`src/rtl/time_of_day_if.sv`:
```
// Time-of-day control inputs and display outputs bundled as one port group.
interface time_of_day_if;
  logic       run;
  logic       set_mode;
  logic       inc_min;
  logic       inc_hour;
  logic [3:0] bin3;
  logic [3:0] bin2;
  logic [3:0] bin1;
  logic [3:0] bin0;
  logic       sec_tick;
  logic       min_tick;
  logic       colon;

  modport master (
    output run, set_mode, inc_min, inc_hour,
    input  bin3, bin2, bin1, bin0, sec_tick, min_tick, colon
  );

  modport slave (
    input  run, set_mode, inc_min, inc_hour,
    output bin3, bin2, bin1, bin0, sec_tick, min_tick, colon
  );
endinterface

```
`src/rtl/time_of_day.sv`:
```
// BCD hours:minutes timekeeper with second prescaler, set mode and colon blink.
// All outputs come straight from registers.
module time_of_day #(
  parameter int unsigned TICK_DIV     = 50_000_000,
  parameter int unsigned SECS_PER_MIN = 60
) (
  input  logic          clk,
  input  logic          reset,
  time_of_day_if.slave  tod
);

  localparam int unsigned PW = (TICK_DIV > 2) ? $clog2(TICK_DIV) : 1;
  localparam int unsigned SW = (SECS_PER_MIN > 2) ? $clog2(SECS_PER_MIN) : 1;
  localparam logic [PW-1:0] PRESC_MAX = PW'(TICK_DIV - 1);
  localparam logic [PW-1:0] COLON_LIM = PW'(TICK_DIV / 2);
  localparam logic [SW-1:0] SEC_MAX   = SW'(SECS_PER_MIN - 1);

  logic [PW-1:0] r_presc;
  logic [SW-1:0] r_sec;
  logic [3:0]    r_bin3, r_bin2, r_bin1, r_bin0;
  logic          r_sec_tick, r_min_tick, r_colon;
  logic          r_inc_min_d, r_inc_hour_d;

  logic          w_set, w_count;
  logic          w_presc_wrap, w_sec_wrap;
  logic          w_min_rise, w_hour_rise;
  logic          w_min_adv, w_hour_adv;
  logic [PW-1:0] w_presc_nxt;
  logic [SW-1:0] w_sec_nxt;
  logic [3:0]    w_bin3_nxt, w_bin2_nxt, w_bin1_nxt, w_bin0_nxt;
  logic          w_colon_nxt;

  assign w_set        = tod.set_mode;
  assign w_count      = tod.run & ~tod.set_mode;
  assign w_presc_wrap = w_count && (r_presc == PRESC_MAX);
  assign w_sec_wrap   = w_presc_wrap && (r_sec == SEC_MAX);

  // Button edges only count in set mode; the delayed copies track every cycle.
  assign w_min_rise  = w_set & tod.inc_min  & ~r_inc_min_d;
  assign w_hour_rise = w_set & tod.inc_hour & ~r_inc_hour_d;

  // Only a timekeeping minute wrap at :59 carries into the hours.
  assign w_min_adv  = w_sec_wrap | w_min_rise;
  assign w_hour_adv = (w_sec_wrap && r_bin1 == 4'd5 && r_bin0 == 4'd9) | w_hour_rise;

  always_comb begin
    w_presc_nxt = r_presc;
    w_sec_nxt   = r_sec;
    w_colon_nxt = 1'b1;
    w_bin3_nxt  = r_bin3;
    w_bin2_nxt  = r_bin2;
    w_bin1_nxt  = r_bin1;
    w_bin0_nxt  = r_bin0;

    if (w_set) begin
      w_presc_nxt = '0;
      w_sec_nxt   = '0;
    end else if (w_count) begin
      if (w_presc_wrap) begin
        w_presc_nxt = '0;
        w_sec_nxt   = (r_sec == SEC_MAX) ? '0 : r_sec + SW'(1);
      end else begin
        w_presc_nxt = r_presc + PW'(1);
      end
      // Colon follows the prescaler value that will be held next cycle.
      w_colon_nxt = (w_presc_nxt < COLON_LIM);
    end

    if (w_min_adv) begin
      if (r_bin0 == 4'd9) begin
        w_bin0_nxt = 4'd0;
        w_bin1_nxt = (r_bin1 == 4'd5) ? 4'd0 : r_bin1 + 4'd1;
      end else begin
        w_bin0_nxt = r_bin0 + 4'd1;
      end
    end

    if (w_hour_adv) begin
      if (r_bin3 == 4'd2 && r_bin2 == 4'd3) begin
        w_bin3_nxt = 4'd0;
        w_bin2_nxt = 4'd0;
      end else if (r_bin2 == 4'd9) begin
        w_bin2_nxt = 4'd0;
        w_bin3_nxt = r_bin3 + 4'd1;
      end else begin
        w_bin2_nxt = r_bin2 + 4'd1;
      end
    end
  end

  always_ff @(posedge clk) begin
    if (reset) begin
      r_presc      <= '0;
      r_sec        <= '0;
      r_bin3       <= 4'd0;
      r_bin2       <= 4'd0;
      r_bin1       <= 4'd0;
      r_bin0       <= 4'd0;
      r_sec_tick   <= 1'b0;
      r_min_tick   <= 1'b0;
      r_colon      <= 1'b1;
      r_inc_min_d  <= 1'b0;
      r_inc_hour_d <= 1'b0;
    end else begin
      r_presc      <= w_presc_nxt;
      r_sec        <= w_sec_nxt;
      r_bin3       <= w_bin3_nxt;
      r_bin2       <= w_bin2_nxt;
      r_bin1       <= w_bin1_nxt;
      r_bin0       <= w_bin0_nxt;
      r_sec_tick   <= w_presc_wrap;
      r_min_tick   <= w_sec_wrap;
      r_colon      <= w_colon_nxt;
      r_inc_min_d  <= tod.inc_min;
      r_inc_hour_d <= tod.inc_hour;
    end
  end

  assign tod.bin3     = r_bin3;
  assign tod.bin2     = r_bin2;
  assign tod.bin1     = r_bin1;
  assign tod.bin0     = r_bin0;
  assign tod.sec_tick = r_sec_tick;
  assign tod.min_tick = r_min_tick;
  assign tod.colon    = r_colon;

endmodule

```
`src/flat_wrapper.sv`:
```
// flat-port wrapper written by rule: the top's interface ports become plain ports
module time_of_day_flat 
#(
  parameter int unsigned TICK_DIV     = 50_000_000,
  parameter int unsigned SECS_PER_MIN = 60
)
  (clk, reset, tod_run, tod_set_mode, tod_inc_min, tod_inc_hour, tod_bin3, tod_bin2, tod_bin1, tod_bin0, tod_sec_tick, tod_min_tick, tod_colon);
  time_of_day_if tod_i ();
  input  logic clk;
  input  logic reset;
  input wire logic [$bits(tod_i.run)-1:0] tod_run;
  input wire logic [$bits(tod_i.set_mode)-1:0] tod_set_mode;
  input wire logic [$bits(tod_i.inc_min)-1:0] tod_inc_min;
  input wire logic [$bits(tod_i.inc_hour)-1:0] tod_inc_hour;
  output wire logic [$bits(tod_i.bin3)-1:0] tod_bin3;
  output wire logic [$bits(tod_i.bin2)-1:0] tod_bin2;
  output wire logic [$bits(tod_i.bin1)-1:0] tod_bin1;
  output wire logic [$bits(tod_i.bin0)-1:0] tod_bin0;
  output wire logic [$bits(tod_i.sec_tick)-1:0] tod_sec_tick;
  output wire logic [$bits(tod_i.min_tick)-1:0] tod_min_tick;
  output wire logic [$bits(tod_i.colon)-1:0] tod_colon;
  assign tod_i.run = tod_run;
  assign tod_i.set_mode = tod_set_mode;
  assign tod_i.inc_min = tod_inc_min;
  assign tod_i.inc_hour = tod_inc_hour;
  assign tod_bin3 = tod_i.bin3;
  assign tod_bin2 = tod_i.bin2;
  assign tod_bin1 = tod_i.bin1;
  assign tod_bin0 = tod_i.bin0;
  assign tod_sec_tick = tod_i.sec_tick;
  assign tod_min_tick = tod_i.min_tick;
  assign tod_colon = tod_i.colon;
  time_of_day #(.TICK_DIV(TICK_DIV), .SECS_PER_MIN(SECS_PER_MIN)) u_core (.clk(clk), .reset(reset), .tod(tod_i));
endmodule
```
`config.mk`:
```
export PLATFORM = sky130hd
export DESIGN_NAME = time_of_day_flat
export DESIGN_NICKNAME = d
export VERILOG_FILES = /design/src/rtl/time_of_day_if.sv /design/src/rtl/time_of_day.sv /design/src/flat_wrapper.sv
export SDC_FILE = /design/constraint.sdc
export NUM_CORES = 1
export LEC_CHECK = 0
export ABC_AREA = 1
export BUFFER_PORTS_ARGS = -buffer_cell sky130_fd_sc_hd__buf_2
export CORE_MARGIN = 2
export CORE_UTILIZATION = 35
export CTS_BUF_LIST = sky130_fd_sc_hd__clkbuf_4 sky130_fd_sc_hd__clkbuf_8
export DETAILED_ROUTE_END_ITERATION = 6
export GPL_ROUTABILITY_DRIVEN = 0
export PLACE_DENSITY = 0.64
export SKIP_CTS_REPAIR_TIMING = 1
export SYNTH_ARGS = -nofsm -noshare
export SYNTH_HDL_FRONTEND = slang
export SYNTH_SLANG_ARGS = --single-unit
```
`constraint.sdc`:
```
create_clock -name clk -period 1.9 [get_ports clk]
set_clock_uncertainty 0.1 [all_clocks]
set_input_delay 0.19 -clock clk [delete_from_list [all_inputs] [get_ports clk]]
set_output_delay 0.19 -clock clk [all_outputs]
set_load 0.02 [all_outputs]
```
======== Word level (Yosys, flattened, before mapping) ========
Index checks and enable logic that the tools add are counted.
cells by class
  add/subtract/negate cells ............... 6
  magnitude comparators ................... 1
  equality and inequality tests ........... 7
  mux-type cells .......................... 10
  bitwise operators ....................... 11
  reduce and logical (&&, ||, !) cells .... 11
operators by type and width
  cell                                                                    number
  26-bit two-way mux                                                      3
  26-bit by 1-bit adder with 26-bit output, second input constant         1
  26-bit equality test, second input constant                             1
  26-bit by 25-bit < comparator with 1-bit output, second input constant  1
  4-bit two-way mux                                                       6
  4-bit by 1-bit adder with 4-bit output, second input constant           4
  4-bit by 2-bit equality test with 1-bit output, second input constant   2
  4-bit equality test, second input constant                              2
  6-bit by 1-bit adder with 6-bit output, second input constant           1
  6-bit equality test, second input constant                              1
  6-bit two-way mux                                                       1
  2-bit AND reduction                                                     3
  1-bit AND                                                               5
  1-bit logical AND                                                       5
  4-bit by 3-bit equality test with 1-bit output, second input constant   1
  1-bit NOT                                                               4
  3-bit OR reduction                                                      1
  1-bit bitwise OR                                                        2
  2-bit nonzero test                                                      1
  2-bit OR reduction                                                      1
word-level totals
  register bits after elaboration ......... 53
  output and inout port bits .............. 19
  logic and storage cells ................. 57

======== Depth between registers and ports, before layout ========
Gate-level depths: netlist of run 1.
  word-level depth ........................ 8
  mapped depth ............................ 16
  depth with buffers taken out ............ 16

======== Least setup slack after synthesis of run 1 ========
OpenSTA, ideal clock, no wires.
  path kind ............................... register to register
  start point ............................. register u_core.r_presc[0]
  end point ............................... register u_core.r_colon (netlist: u_core.tod.colon)
  setup time .............................. 0.114 ns
  data arrival time ....................... 1.735 ns
  data required time ...................... 1.686 ns
  path slack .............................. -0.049 ns
  cell stages (with the launch flop) ...... 15
  buffers on the path ..................... 0
  period minus slack after synthesis ...... 1.949 ns
  path through ............................ dfxtp_1 -> ha_1 -> nand2_1 -> nor2_2 -> nand2_2 -> nor2_4 -> nand2_1 -> xor2_1 -> nand2_1 -> nor2_1 -> nand2_1 -> nand2_1 -> nand2_1 -> nand3_1 -> nand2_1
between the ends
  cells in the longest elaborated chain, start to end .. 6
  elaborated cells on any way between the ends .. 7
  those cells by class .................... add/sub (1); order compare (1); eq/ne (1); mux (3); reduce/logical (1)
ends and longest elaborated chain
  item                                                                                              line                source
  start: declaration                                                                                time_of_day.sv:18   logic [PW-1:0] r_presc;
  start signal: assignment                                                                          time_of_day.sv:105  r_presc <= w_presc_nxt;
  parallel branches: the longest is 2 deep, another holds 26-bit by 1-bit adder with 26-bit output  --
  26-bit two-way mux *                                                                              time_of_day.sv:59   if (w_presc_wrap) begin
  26-bit two-way mux *                                                                              time_of_day.sv:58   end else if (w_count) begin
  26-bit two-way mux *                                                                              time_of_day.sv:55   if (w_set) begin
  26-bit by 25-bit < comparator with 1-bit output *                                                 time_of_day.sv:66   w_colon_nxt = (w_presc_nxt < COLON_LIM);
  end signal: assignment                                                                            time_of_day.sv:113  r_colon <= w_colon_nxt;
  end: declaration                                                                                  time_of_day.sv:21   logic r_sec_tick, r_min_tick, r_colon;
Mark *: on every way between the ends. The select of a mux whose other input is x is not followed.
A chain may end at the register's enable or synchronous reset.

======== Worst setup path in the final report of run 1 ========
  start point ............................. register u_core.r_presc[1]
  end point ............................... register u_core.r_sec[5]
between the ends
  cells in the longest elaborated chain, start to end .. 3
ends and longest elaborated chain
  item                                  line                source
  26-bit equality test                  time_of_day.sv:35   assign w_presc_wrap = w_count && (r_presc == PRESC_MAX);
  1-bit logical AND                     time_of_day.sv:35
  2-bit AND reduction (no source line)  --
  end signal: assignment                time_of_day.sv:106  r_sec <= w_sec_nxt;
  end: declaration                      time_of_day.sv:19   logic [SW-1:0] r_sec;
Every way passes these cells.

==> results.ini, run 1 <==
[critical_path]
startpoint_type=flip-flop
cp_data_required_time_ps=2000
setup.worst_path.end_class=flip-flop
cp_top_family=simple AND/OR/NAND/NOR gates
cp_data_arrival_time_ps=2090
cp_num_buf_inv=2
cp_slowest_stage_delay_ps=370
critPathKind=reg -> reg
cp_slowest_cell=dfxtp_2
rrSetupSlack_ps=-90
crit_chain=ha_4 > nand3_1 > nor2_2 > nand2_2 > nor2_2 > nand2_2 > buf_4 > buf_6 > nor3_4 > nand2_1 > xor2_1 > nor2_1
path_max_fanout=7

[synth]
ys_top_cells_by_area=dfxtp_1 (33%), nand2_1 (12%), nor2_1 (10%)
synth_top_family_by_area=simple AND/OR/NAND/NOR gates
synth_seq_cells=53
yosys.area.top_type=dfxtp_1
avgSynthCellArea_um2=6.46
synth_compound_area_share_pct=11.8
synthesis.nets=507
syn_area_um2=3200
yosys.area_share.simple_pct=41.0
ys.warnings.count=0
netlist.area_leader.share_pct=33.2
yosysSeqAreaShare_pct=33.2
synthAdderAreaFrac_pct=2.35
postSynthCellCount=495
yosysUniqueCellTypes=38
yosys.area_share.xor_xnor_pct=3.01
synthMuxAreaShare_pct=0

[sta]
min_period_over_period_pct=105
fmax_mhz=503
worst_slack_ps=-88.4
slew_headroom_pct=71.9
final-max-slew-violation-count=0
setup_viol=10
finalCriticalPeriod_ps=1990
rsz0062_at_grt=yes
hold_viol=1
tightest_slew_ps=421
fin_hold_ws_ps=-10.3

[power]
p_sw_share_pct=27.9
p_int_mw=1.49
p_sw_mw=0.576
p_leak_nw=1.77
vdd_drop_max_uv=247
seqPwrFrac_pct=56.3
p_per_area_nw_per_um2=491
pwr-share-clk_pct=32.7
power_frac_comb_pct=10.9

[detailed_routing]
routed-wl-met2_um=4460
wl_met1_um=4250
ant_nets=0
finalWirelength_um=9120
drc=0
first_iter_violations=161
dr.pass1.iters=4
wl_per_cell_um=13.3
wl_met3_um=260
vias=3436
vias_per_cell=4.99
top_layer=met4

[die]
rows=34
die_w_um=99.6
die_h_um=99.6
core_area_um2=8810
initial_core_util_pct=36.3
dieArea_um2=9910
ios=25

[cts]
clock-root-buffer=clkbuf_8
cts_inserted_buffers=5
cts_tree=done
htreeDepth=2
clock_sinks=53
cts_max_path_buffers=2
clk_pin_slew_ps=110
clk_latency_ps=320

[grt]
antenna_found_initial=0
grt_first_pass_wirelength_um=14800
grt.overflow.total=0
grt_max_degree=18
grtUsageTotal_pct=18.2
grt_pass1_vias=3150

[min_path]
min_path_type=in -> reg

[placed_design]
place_ws_ps=-115
portBuffers=24
dp_hpwl_um=7000
post-place-cells=676

[final_layout]
fillers=885
stdcell_count=688
nNetsFinal=591
antennaDiodeCount=0
mostFrequentLayoutCells=nand2_1 (100), nor2_1 (75), buf_4 (61)
layout_commonest_cell=nand2_1
syn_to_final_growth_pct=31.8
drive_gt1_share_pct=28.8
seqCellArea_um2=1070
multi_input_area_um2=2070

[outcome]
status=finished with violations
violations=negative hold slack, negative setup slack

[job]
max-cap-violations=0

## tightest hold or removal path, stage by stage
cell and delay (ps):
buf_2 110, inv_1 40, nor2_1 30
## final timing paths
kind                 startpoint                  end  depth (start not counted)
max           u_core.r_presc[1]      u_core.r_sec[5]                         12
min                tod_inc_hour  u_core.r_inc_hour_d                          3
max reg2reg   u_core.r_presc[1]      u_core.r_sec[5]                         12
min reg2reg  u_core.tod.bin0[3]   u_core.tod.bin0[3]                          2
## kinds of logic (layout without fill, tap and decap cells)
| group | Yosys count | count (layout) |
|---|---|---|
| xor gates and xnor gates | 11 | 11 |
| adders and majority gates | 6 | 6 |
| buffers and inverters | 73 | 158 |
| AOI/OAI and AO/OA | 70 | 70 |
| and+or+nand+nor | 282 | 282 |
| DFF | 53 | 53 |
## cell type report
type / instances / area share, %
Inverter: 63 / 5.67
Multi-Input combinational cell: 369 / 49.2
Clock buffer: 5 / 1.63
Tap cell: 108 / 3.21
Sequential cell: 53 / 25.5
Timing Repair Buffer: 87 / 14.2
Clock inverter: 3 / 0.535
## metrics by stage
step | total power, mW | setup TNS [ps] | area, µm² | util [%]
4_1_cts | 2.07 | -474 | 3950 | 44.9
5_1_grt | 2.17 | -2700 | 4210 | 47.8
3_3_place_gp | 1.39 | -104 | 3860 | 43.8
3_5_place_dp | 1.40 | -192 | 3860 | 43.8
6_report | 2.07 | -419 | 4210 | 47.8
2_1_floorplan | 1.30 | 0 | 3200 | -
## cells in the mapped netlist (all sizes together)
library cell	count
or2	2
clkbuf	8
and3	1
dfxtp	53
inv	63
nor3	10
nand3	38
o21ai	28
nand3b	5
a211oi	4
o22ai	1
nand4	10
buf	2
o21a	1
a21oi	31
xor2	10
a21boi	1
ha	6
nand2	115
o211ai	2
nor2	95
nor3b	4
and2	1
o21bai	1
nor4	1
a21o	1
xnor2	1
## power by group through the flow
stage	Clock, mW	Sequential [mW]	Combinational (mW)
finish	0.677	1.16	0.225
CTS	0.697	1.16	0.213
floorplan	0	1.19	0.115
detailed placement	0	1.19	0.212
global route	0.750	1.17	0.248
global placement	0	1.19	0.208
## layer usage
metal	GRT usage, %	vias up
li1	-	1749
met4	6.01	0
met5	0	-
met2	30.6	57
met3	2.18	13
met1	24.4	1617
## flip-flops by register name (all words and copies together), names as in the netlist
register	count
u_core.tod.bin0	4
u_core.tod.bin2	4
u_core.tod.bin3	4
u_core.tod.colon	1
u_core.r_inc_min_d	1
u_core.r_presc	26
u_core.r_sec	6
u_core.r_inc_hour_d	1
u_core.tod.min_tick	1
u_core.tod.sec_tick	1
u_core.tod.bin1	4
(Power assumes the default switching activity.)
==> inputs of run 2 (changes only) <==
- SLEW_MARGIN: default -> 20
- TNS_END_PERCENT: default -> 10
==> run 2 against run 1 <==
  * Worst hold slack is essentially flat
  * Highest routed layer unchanged
  * Setup slack better by 18 ps
  * The run still ends with negative hold slack, negative setup slack left
  * Register-to-register slack gained 20 ps
  * Core utilization fell by 0.80 points
  * Count of clock-buffer cells in the layout unchanged
  * Clock power about the same
  * Final cell count down 0.29%
  * Critical endpoint is now u_core.tod.colon
  * Largest power group unchanged
==> results.ini, run 2 (same netlist as run 1, synthesis figures left out) <==
[grt]
grt_max_degree=18  ; unchanged
grt.overflow.total=0  ; unchanged
grt_first_pass_wirelength_um=14800  ; unchanged
grt_pass1_vias=3150  ; unchanged
grtUsageTotal_pct=18.2  ; unchanged
antenna_found_initial=0  ; unchanged

[sta]
fin_hold_ws_ps=-10.6  ; was -10.3 ps
min_period_over_period_pct=104  ; was 105%
tightest_slew_ps=432  ; was 421 ps
slew_headroom_pct=71.1  ; was 71.9%
fmax_mhz=507  ; was 503 MHz
final-max-slew-violation-count=0  ; unchanged
worst_slack_ps=-70.8  ; was -88.4 ps
finalCriticalPeriod_ps=1970  ; was 1990 ps
rsz0062_at_grt=yes  ; unchanged
hold_viol=1  ; unchanged
setup_viol=10  ; unchanged
fin_setup_tns_ps=-299  ; was -419 ps

[die]
dieArea_um2=9910  ; unchanged
rows=34  ; unchanged
die_h_um=99.6  ; unchanged
ios=25  ; unchanged
initial_core_util_pct=36.3  ; unchanged
die_w_um=99.6  ; unchanged
core_area_um2=8810  ; unchanged

[cts]
clk_latency_ps=320  ; about the same
clk_pin_slew_ps=110  ; about the same
htreeDepth=2  ; unchanged
cts_tree=done  ; unchanged
clock_sinks=53  ; unchanged
cts_inserted_buffers=5  ; unchanged
clock-root-buffer=clkbuf_8  ; unchanged
cts_max_path_buffers=2  ; unchanged

[detailed_routing]
routed-wl-met2_um=4490  ; was 4460 µm
drc=0  ; unchanged
top_layer=met4  ; unchanged
first_iter_violations=159  ; was 161
wl_met1_um=4140  ; was 4250 µm
dr.pass1.iters=5  ; was 4
finalWirelength_um=9180  ; was 9120 µm
wl_met3_um=375  ; was 260 µm
ant_nets=0  ; unchanged
wl_per_cell_um=13.4  ; was 13.3 µm
vias_per_cell=5.05  ; was 4.99
vias=3462  ; was 3436

[final_layout]
mostFrequentLayoutCells=nand2_1 (100), nor2_1 (76), buf_4 (60)  ; was nand2_1 (100), nor2_1 (75), buf_4 (61)
nNetsFinal=589  ; was 591
drive_gt1_share_pct=27.9  ; was 28.8%
antennaDiodeCount=0  ; unchanged
max_flop_register=u_core.r_presc  ; unchanged
layout_commonest_cell=nand2_1  ; unchanged
postLayoutCoreUtil_pct=47.0  ; was 47.8%
fin_area_um2=4140  ; was 4210 µm²
largest_reg_flops=26  ; unchanged
syn_to_final_growth_pct=29.6  ; was 31.8%
stdcell_count=686  ; was 688
reg.largest.list=u_core.r_presc (26), u_core.r_sec (6)  ; unchanged

[critical_path]
startpoint_type=flip-flop  ; unchanged
critPathKind=reg -> reg  ; unchanged
cp_data_required_time_ps=2030  ; was 2000 ps
path_max_fanout=5  ; was 7
setup.worst_path.end_class=flip-flop  ; unchanged
cp_data_arrival_time_ps=2100  ; was 2090 ps

[power]
p_leak_nw=1.75  ; was 1.77 nW
p_sw_mw=0.576  ; about the same
power_frac_comb_pct=10.8  ; was 10.9%
p_int_mw=1.49  ; about the same
seqPwrFrac_pct=56.4  ; was 56.3%
pwr-share-clk_pct=32.9  ; was 32.7%
p_sw_share_pct=27.9  ; about the same
vdd_drop_max_uv=248  ; was 247 µV
p_per_area_nw_per_um2=499  ; was 491 nW/µm²

[job]
max-cap-violations=0  ; unchanged

[outcome]
status=finished with violations  ; unchanged
violations=negative hold slack, negative setup slack  ; unchanged

[placed_design]
portBuffers=24  ; unchanged
dp_hpwl_um=7000  ; unchanged
place_area_um2=3860  ; unchanged
post-place-cells=676  ; unchanged

[min_path]
min_path_type=in -> reg  ; unchanged

[run 2: cell types whose count changed in the layout (fill, tap and decap cells not counted), sizes merged]
cell	delta
buf	-2
[run 2: power by group through the flow]
| stage | Sequential, mW | Combinational, mW | Clock [mW] |
|---|---|---|---|
| 6_report | 1.16 | 0.222 | 0.678 |
| 5_1_grt | 1.17 | 0.244 | 0.750 |
| 3_5_place_dp | 1.19 | 0.212 | 0 |
| 2_1_floorplan | 1.19 | 0.115 | 0 |
| 3_3_place_gp | 1.19 | 0.208 | 0 |
| 4_1_cts | 1.16 | 0.213 | 0.697 |
[run 2: through the flow]
stage | setup slack [ps] | total power [mW]
5_1_grt | -225 | 2.16
3_3_place_gp | -104 | 1.39
6_report | -70.8 | 2.06
2_1_floorplan | 34.4 | 1.30
3_5_place_dp | -115 | 1.40
4_1_cts | -142 | 2.07
[run 2: critical path: stages, from the launching register on]
cell and delay [ps]:
dfxtp_2 370, ha_4 150, nand2_2 70, nor2_4 180, nand2_4 100, nor2_4 210
nand3_2 80, nand2_1 80, nand3_2 70, nor2_1 80, nand2_1 60, nor2_2 140
nand3_1 80, nand3_1 70, nand2_1 40
[run 2: path summary, 6_finish.rpt]
kind,startpoint,endpoint,slack (ps),depth (start not counted)
max,u_core.r_presc[1],u_core.tod.colon,-70,14
min,tod_inc_hour,u_core.r_inc_hour_d,-10,3
max reg2reg,u_core.r_presc[1],u_core.tod.colon,-70,14
min reg2reg,u_core.tod.bin0[3],u_core.tod.bin0[3],400,2
[run 2: layout make-up]
type                            instances  area (µm²)
Timing Repair Buffer                   85         581
Clock buffer                            5        68.8
Multi-Input combinational cell        369        2020
Clock inverter                          3        22.5
Tap cell                              108         135
Inverter                               63         239
Fill cell                             894        4660
Sequential cell                        53        1070
[run 2: per-layer routing]
layer	vias to the layer above	global-route usage [%]
met5	-	0
met4	0	6.01
met1	1616	24.4
li1	1746	-
met2	85	30.6
met3	15	2.18
